File: src/rtl/operand_issue_if.sv
// Handshake, writeback and ALU-facing signals of the operand issue stage.
// The slave modport is the stage itself; master is whatever drives it.
interface operand_issue_if #(
  parameter int DW = 16,
  parameter int AW = 3
);
  logic          in_valid;
  logic          in_ready;
  logic [DW-1:0] instrin;
  logic          wb_en;
  logic [AW-1:0] wb_addr;
  logic [DW-1:0] wb_data;
  logic [11:0]   alusignals;
  logic [DW-1:0] op1;
  logic [DW-1:0] op2;
  logic [4:0]    immx;
  logic          isimmediate;
  logic [DW-1:0] st_data;
  logic [DW-1:0] instrout;
  logic          out_valid;
  logic [15:0]   stall_count;

  modport slave (
    input  in_valid, instrin, wb_en, wb_addr, wb_data,
    output in_ready, alusignals, op1, op2, immx, isimmediate,
           st_data, instrout, out_valid, stall_count
  );

  modport master (
    output in_valid, instrin, wb_en, wb_addr, wb_data,
    input  in_ready, alusignals, op1, op2, immx, isimmediate,
           st_data, instrout, out_valid, stall_count
  );
endinterface

File: src/rtl/operand_issue.sv
// Decode/operand-fetch stage: decodes one instruction per cycle, reads the
// register file with writeback bypass and stalls on busy-bit hazards.
module operand_issue #(
  parameter int NREGS = 8,
  parameter int DW    = 16
) (
  input  logic           clk,
  input  logic           rst,
  operand_issue_if.slave bus
);
  localparam int AW = $clog2(NREGS);
  localparam logic [3:0] OP_ST  = 4'd2;
  localparam logic [3:0] OP_CMP = 4'd5;
  localparam logic [3:0] OP_MOV = 4'd6;
  localparam logic [3:0] OP_NOT = 4'd9;
  localparam logic [AW-1:0] FLAGS_REG = AW'(NREGS - 1);

  logic [DW-1:0]    regs [NREGS];
  logic [NREGS-1:0] busy;

  logic [3:0]       opcode;
  logic             i_bit;
  logic [AW-1:0]    rd, rs1, rs2, dest;
  logic             is_op, use_rs1, use_rs2, use_rd, has_dest;
  logic [NREGS-1:0] wb_mask, set_mask, pending;
  logic             ready, issue;
  logic [DW-1:0]    rs1_val, rs2_val, rd_val;
  logic [11:0]      alu_dec;

  logic [11:0]      alusignals_q;
  logic [DW-1:0]    op1_q, op2_q, st_data_q, instrout_q;
  logic [4:0]       immx_q;
  logic             isimm_q, out_valid_q;
  logic [15:0]      stall_q;

  assign opcode = bus.instrin[15:12];
  assign i_bit  = bus.instrin[11];
  assign rd     = bus.instrin[10:8];
  assign rs1    = bus.instrin[7:5];
  assign rs2    = bus.instrin[4:2];

  always_comb begin
    is_op    = opcode < 4'd12;
    use_rs1  = is_op && (opcode != OP_MOV);
    use_rs2  = is_op && !i_bit && (opcode != OP_NOT);
    use_rd   = (opcode == OP_ST);
    has_dest = is_op && (opcode != OP_ST);
    dest     = (opcode == OP_CMP) ? FLAGS_REG : rd;

    // A register retiring this very cycle no longer blocks issue.
    wb_mask = '0;
    if (bus.wb_en) wb_mask[bus.wb_addr] = 1'b1;
    pending = busy & ~wb_mask;

    ready = !((use_rs1  && pending[rs1]) ||
              (use_rs2  && pending[rs2]) ||
              (use_rd   && pending[rd])  ||
              (has_dest && pending[dest]));
    issue = bus.in_valid && ready;

    set_mask = '0;
    if (issue && has_dest) set_mask[dest] = 1'b1;

    rs1_val = (bus.wb_en && bus.wb_addr == rs1) ? bus.wb_data : regs[rs1];
    rs2_val = (bus.wb_en && bus.wb_addr == rs2) ? bus.wb_data : regs[rs2];
    rd_val  = (bus.wb_en && bus.wb_addr == rd)  ? bus.wb_data : regs[rd];

    alu_dec = '0;
    if (is_op) alu_dec[opcode] = 1'b1;
  end

  always_ff @(posedge clk) begin
    if (rst) begin
      for (int i = 0; i < NREGS; i++) regs[i] <= '0;
      busy         <= '0;
      alusignals_q <= '0;
      op1_q        <= '0;
      op2_q        <= '0;
      immx_q       <= '0;
      isimm_q      <= 1'b0;
      st_data_q    <= '0;
      instrout_q   <= '0;
      out_valid_q  <= 1'b0;
      stall_q      <= '0;
    end else begin
      if (bus.wb_en) regs[bus.wb_addr] <= bus.wb_data;
      // Set after clear: a same-edge issue to the retiring register keeps it busy.
      busy <= (busy & ~wb_mask) | set_mask;

      if (bus.in_valid && !ready && stall_q != 16'hFFFF) stall_q <= stall_q + 16'd1;

      if (issue) begin
        alusignals_q <= alu_dec;
        op1_q        <= rs1_val;
        op2_q        <= i_bit ? '0 : rs2_val;
        immx_q       <= bus.instrin[4:0];
        isimm_q      <= i_bit && is_op;
        st_data_q    <= use_rd ? rd_val : '0;
        instrout_q   <= bus.instrin;
        out_valid_q  <= 1'b1;
      end else begin
        alusignals_q <= '0;
        out_valid_q  <= 1'b0;
      end
    end
  end

  assign bus.in_ready    = ready;
  assign bus.alusignals  = alusignals_q;
  assign bus.op1         = op1_q;
  assign bus.op2         = op2_q;
  assign bus.immx        = immx_q;
  assign bus.isimmediate = isimm_q;
  assign bus.st_data     = st_data_q;
  assign bus.instrout    = instrout_q;
  assign bus.out_valid   = out_valid_q;
  assign bus.stall_count = stall_q;
endmodule

File: src/flat_wrapper.sv
// flat-port wrapper written by rule: the top's interface ports become plain ports
module operand_issue_flat 
#(
  parameter int NREGS = 8,
  parameter int DW    = 16
)
  (clk, rst, bus_in_valid, bus_instrin, bus_wb_en, bus_wb_addr, bus_wb_data, bus_in_ready, bus_alusignals, bus_op1, bus_op2, bus_immx, bus_isimmediate, bus_st_data, bus_instrout, bus_out_valid, bus_stall_count);
  operand_issue_if #(.DW(DW)) bus_i ();
  input  logic clk;
  input  logic rst;
  input wire logic [$bits(bus_i.in_valid)-1:0] bus_in_valid;
  input wire logic [$bits(bus_i.instrin)-1:0] bus_instrin;
  input wire logic [$bits(bus_i.wb_en)-1:0] bus_wb_en;
  input wire logic [$bits(bus_i.wb_addr)-1:0] bus_wb_addr;
  input wire logic [$bits(bus_i.wb_data)-1:0] bus_wb_data;
  output wire logic [$bits(bus_i.in_ready)-1:0] bus_in_ready;
  output wire logic [$bits(bus_i.alusignals)-1:0] bus_alusignals;
  output wire logic [$bits(bus_i.op1)-1:0] bus_op1;
  output wire logic [$bits(bus_i.op2)-1:0] bus_op2;
  output wire logic [$bits(bus_i.immx)-1:0] bus_immx;
  output wire logic [$bits(bus_i.isimmediate)-1:0] bus_isimmediate;
  output wire logic [$bits(bus_i.st_data)-1:0] bus_st_data;
  output wire logic [$bits(bus_i.instrout)-1:0] bus_instrout;
  output wire logic [$bits(bus_i.out_valid)-1:0] bus_out_valid;
  output wire logic [$bits(bus_i.stall_count)-1:0] bus_stall_count;
  assign bus_i.in_valid = bus_in_valid;
  assign bus_i.instrin = bus_instrin;
  assign bus_i.wb_en = bus_wb_en;
  assign bus_i.wb_addr = bus_wb_addr;
  assign bus_i.wb_data = bus_wb_data;
  assign bus_in_ready = bus_i.in_ready;
  assign bus_alusignals = bus_i.alusignals;
  assign bus_op1 = bus_i.op1;
  assign bus_op2 = bus_i.op2;
  assign bus_immx = bus_i.immx;
  assign bus_isimmediate = bus_i.isimmediate;
  assign bus_st_data = bus_i.st_data;
  assign bus_instrout = bus_i.instrout;
  assign bus_out_valid = bus_i.out_valid;
  assign bus_stall_count = bus_i.stall_count;
  operand_issue #(.NREGS(NREGS), .DW(DW)) u_core (.clk(clk), .rst(rst), .bus(bus_i));
endmodule
File: config.mk
export PLATFORM = sky130hd
export DESIGN_NAME = operand_issue_flat
export DESIGN_NICKNAME = d
export VERILOG_FILES = /design/src/rtl/operand_issue_if.sv /design/src/rtl/operand_issue.sv /design/src/flat_wrapper.sv
export SDC_FILE = /design/constraint.sdc
export NUM_CORES = 1
export LEC_CHECK = 0
export ABC_AREA = 1
export CAP_MARGIN = 20
export CORE_ASPECT_RATIO = 1.75
export CORE_MARGIN = 4
export CORE_UTILIZATION = 62
export DETAILED_ROUTE_END_ITERATION = 10
export GPL_ROUTABILITY_DRIVEN = 1
export PLACE_DENSITY = 0.86
export SLEW_MARGIN = 20
export SYNTH_ARGS = -nofsm -noshare
export SYNTH_HDL_FRONTEND = slang
export SYNTH_SLANG_ARGS = --single-unit
File: constraint.sdc
create_clock -name clk -period 4.6 [get_ports clk]
set_clock_uncertainty 0.1 [all_clocks]
set_input_delay 0.69 -clock clk [delete_from_list [all_inputs] [get_ports clk]]
set_output_delay 0.69 -clock clk [all_outputs]
set_load 0.01 [all_outputs]
==> reports/metrics.csv <==
stage;metric;value;unit
status;outcome;complete, no violations;
pwr;comb_power_share;18.1;%
routing;vias_per_cell;6.545;
routing;drt-pass1-iter-count;11;
pwr;p_int;3.710;mW
worst_setup_path;critPathTopFamily;buffers and inverters;
clocking;cts_hold_buf;0;
placed_design;gp_congestion;0.9655;
logic_synthesis;synth.net_count;1813;
final_layout;final_layout_size_suffix_gt1_share;5.791;%
worst_setup_path;arrival;3.15;ns
clocking;numCtsBuffers;23;
pwr;p_clk_share;36.7;%
worst_setup_path;cp-start-kind;input pin;
worst_setup_path;critical-path-max-stage-delay;0.57;ns
routing;top_layer;met4;
logic_synthesis;synth.most_common_cell;nor2_1;
logic_synthesis;async_flop_share;0;%
final_layout;seq_area;5886;um^2
sta;tightest_slew;1.239;ns
clocking;ctsLongestPathBuffers;3;
placed_design;pre_cts_ws;0.6947;ns
placed_design;postPlaceCellArea;14240;um^2
clocking;ctsHtreeMaxLevel;1;
routing;detail-route-antenna-nets;0;
die;fp.dieW;116.6;um
logic_synthesis;synth_area_leaders;edfxtp_1, dfxtp_1, nor2_1;
routing;drt-met1-wl;14570;um
final_layout;design_area;15010;um^2
final_layout;fillerInstances;1586;
clocking;path_clk_slew;0.06;ns
worst_setup_path;crit_path_end_kind;output port;
clocking;post_cts_buffers;0;
routing;wl_met3;6808;um
sta;finalCritPeriodShare;85.57;%
worst_setup_path;crit_slowest_cell;clkdlybuf4s50_1;
sta;fmax;0.2541;GHz
grt;grt_antenna_before_repair;0;
pwr;p_leak;5.952;nW
pwr;p_per_area;351.4;nW/um^2
worst_setup_path;critical_path_buf_inv_count;3;
clocking;cts_tree;yes;
final_layout;diodes;0;
worst_setup_path;rrSetupSlack;2.09;ns
die;io_pins;139;
pwr;sw_frac_of_total;29.66;%
placed_design;dpl.cell_count;2072;
final_layout;nets;1889;
routing;drt-total-wl;48020;um
die;dieArea;23100;um^2
logic_synthesis;avgSynthCellArea;7.220;um^2
pwr;p_total;5.275;mW
routing;drc;0;
logic_synthesis;ys_ff_latch;230;
worst_setup_path;crit_chain;clkdlybuf4s50_1 -> inv_1 -> nor2_1 -> nand2_1 -> nand2_1 -> nand2_1 -> nand3_1 -> nand3_1 -> nand3_1 -> nand2_2 -> nor2_8 -> clkdlybuf4s50_1;
logic_synthesis;synth_enable_flop_cells;128;
sta;slew_violations;0;
logic_synthesis;synth_cell_types;38;
placed_design;dp.final_hpwl;31240;um
clocking;root_buffer;clkbuf_16;
placed_design;portBuffers;138;
final_layout;multi_input_area;5857;um^2
sta;finalWorstSetupSlack;0.6638;ns
sta;relSlewSlack;17.14;%
routing;met2WireLength;22300;um
grt;grt.overflow.total;0;
routing;wire_per_inst;22.73;um
sta;rsz0062_at_grt;no;
pwr;power_frac_seq;45.1;%
grt;grt_max_degree;102;
clocking;clkSinkCount;230;
logic_synthesis;synth_area;12800;um^2
sta;hold_violations;0;
die;start_util;63.10;%
logic_synthesis;netlist.area_leader.share;30.03;%
final_layout;stdcell_count;2113;
final_layout;syn2layout_area_growth;17.27;%
sta;period_needed;3.936;ns
grt;grt_usage;41.25;%
die;num_rows;69;
clocking;cts-resized-gates;0;
logic_synthesis;synth_seq_area_share;45.98;%
pwr;ir_worst_vdd;0.4069;mV
logic_synthesis;netlist.top_cell.by_area;edfxtp_1;
sta;tns;0;ns
logic_synthesis;ys_warn_count;0;
routing;drtIter0Drc;2274;
worst_setup_path;criticalPathCategory;in -> out;
clocking;clock_latency;0.54;ns
logic_synthesis;synthTopCellsByCount;nor2_1, nand2_1, o21ai_0;
die;die_y;198.1;um
worst_setup_path;path_max_fanout;9;
logic_synthesis;synth_ff_type;edfxtp_1;
grt;grt_pass1_vias;13500;
run;cap_violations;0;
pwr;switching_power;1.565;mW
sta;setup_violations;0;
routing;vias;13830;
worst_hold_path;holdCritPathClass;reg -> reg;
grt;grt_pass1_wl;72730;um
logic_synthesis;synthCells;1773;
worst_setup_path;critPathRequiredTime;3.81;ns
die;coreArea;20290;um^2
-- state kept, by name (all words and copies together) (netlist names), 4 cells and up --
signal                  flops
u_core.regs               128
u_core.bus.immx             4
u_core.bus.st_data         16
u_core.bus.alusignals      12
u_core.busy                 8
u_core.bus.stall_count     16
u_core.bus.instrout        12
u_core.bus.op2             16
u_core.bus.op1             16
-- worst register-to-register path, stage by stage (launching register included) --
cell     delay [ns]
dfxtp_1        0.34
ha_1           0.24
nand2_1        0.09
inv_1          0.05
nand2_1        0.15
nor2_1         0.08
nand3_1        0.28
nand3_1        0.26
nor4_1         0.52
nand4_1        0.17
nand2_1        0.08
nor2_1         0.04
-- worst paths after layout --
kind / cells past startpoint / to / from
min reg2reg: 2 / u_core.bus.op2[13]$_SDFFE_PP0N_ / u_core.bus.op2[13]$_SDFFE_PP0N_
max: 12 / bus_in_ready / bus_wb_en
max reg2reg: 11 / u_core.bus.stall_count[11]$_SDFFE_PP0P_ / u_core.bus.stall_count[0]$_SDFFE_PP0P_
min: 2 / u_core.bus.op2[13]$_SDFFE_PP0N_ / u_core.bus.op2[13]$_SDFFE_PP0N_
-- power by group through the flow --
stage | Clock [mW] | Sequential (mW) | Combinational (mW)
after floorplan | 0 | 2.42 | 0.534
after global placement | 0 | 2.42 | 0.902
after detailed placement | 0 | 2.42 | 0.922
after CTS | 1.92 | 2.38 | 0.929
after global routing | 2.02 | 2.39 | 1.02
final | 1.94 | 2.38 | 0.957
-- cell type report --
cell class | instances | share of cell area (%)
clock inverter | 16 | 1.017
tap | 248 | 2.067
inverter | 128 | 3.201
multi-input combinational | 1282 | 39.01
timing repair buffer | 184 | 11.40
sequential | 230 | 39.21
clock buffer | 25 | 4.092
-- cell families (layout without fill, tap and decap cells) --
| logic type | Yosys count | after routing | share of synthesized area, % |
|---|---|---|---|
| AOI/OAI and AO/OA | 438 | 438 | 18.34 |
| buffers and inverters | 261 | 353 | 8.269 |
| xor gates and xnor gates | 2 | 2 | 0.1369 |
| adders and majority gates | 1 | 1 | 0.09773 |
| DFF | 230 | 230 | 45.98 |
| and+or+nand+nor | 841 | 841 | 27.18 |
-- metal layers --
metal	global-route usage (%)	vias up
li1	-	6131
met1	46.55	6126
met2	67.24	1208
met3	9.419	365
met4	30.06	0
met5	0	-
-- placed cells by master, fill, tap and decap left out, types with 10 or more instances in the layout --
master           synthesis  routed
o22ai_1                 15      15
o211ai_1                10      10
clkinv_1                16      16
clkbuf_16                0      24
buf_4                    9      46
nor2_1                 343     343
nand2_1                296     296
nand3_1                158     158
dfxtp_1                102     102
a31oi_1                 29      29
edfxtp_1               128     128
o21ai_0                178     178
clkdlybuf4s50_1          0     135
nand4_1                 21      21
o21ai_1                 33      33
a21oi_1                151     151
inv_1                  106     105
-- metrics by stage --
| stage | hold slack (ns) | utilization [%] |
|---|---|---|
| global placement | 0.3537 | 70.21 |
| detailed placement | 0.3610 | 70.21 |
| CTS | 0.3704 | 73.99 |
| finish | 0.3740 | 73.99 |
| floorplan | 0.3684 | - |
| global route | 0.3856 | 73.99 |
(Power assumes the default switching activity.)
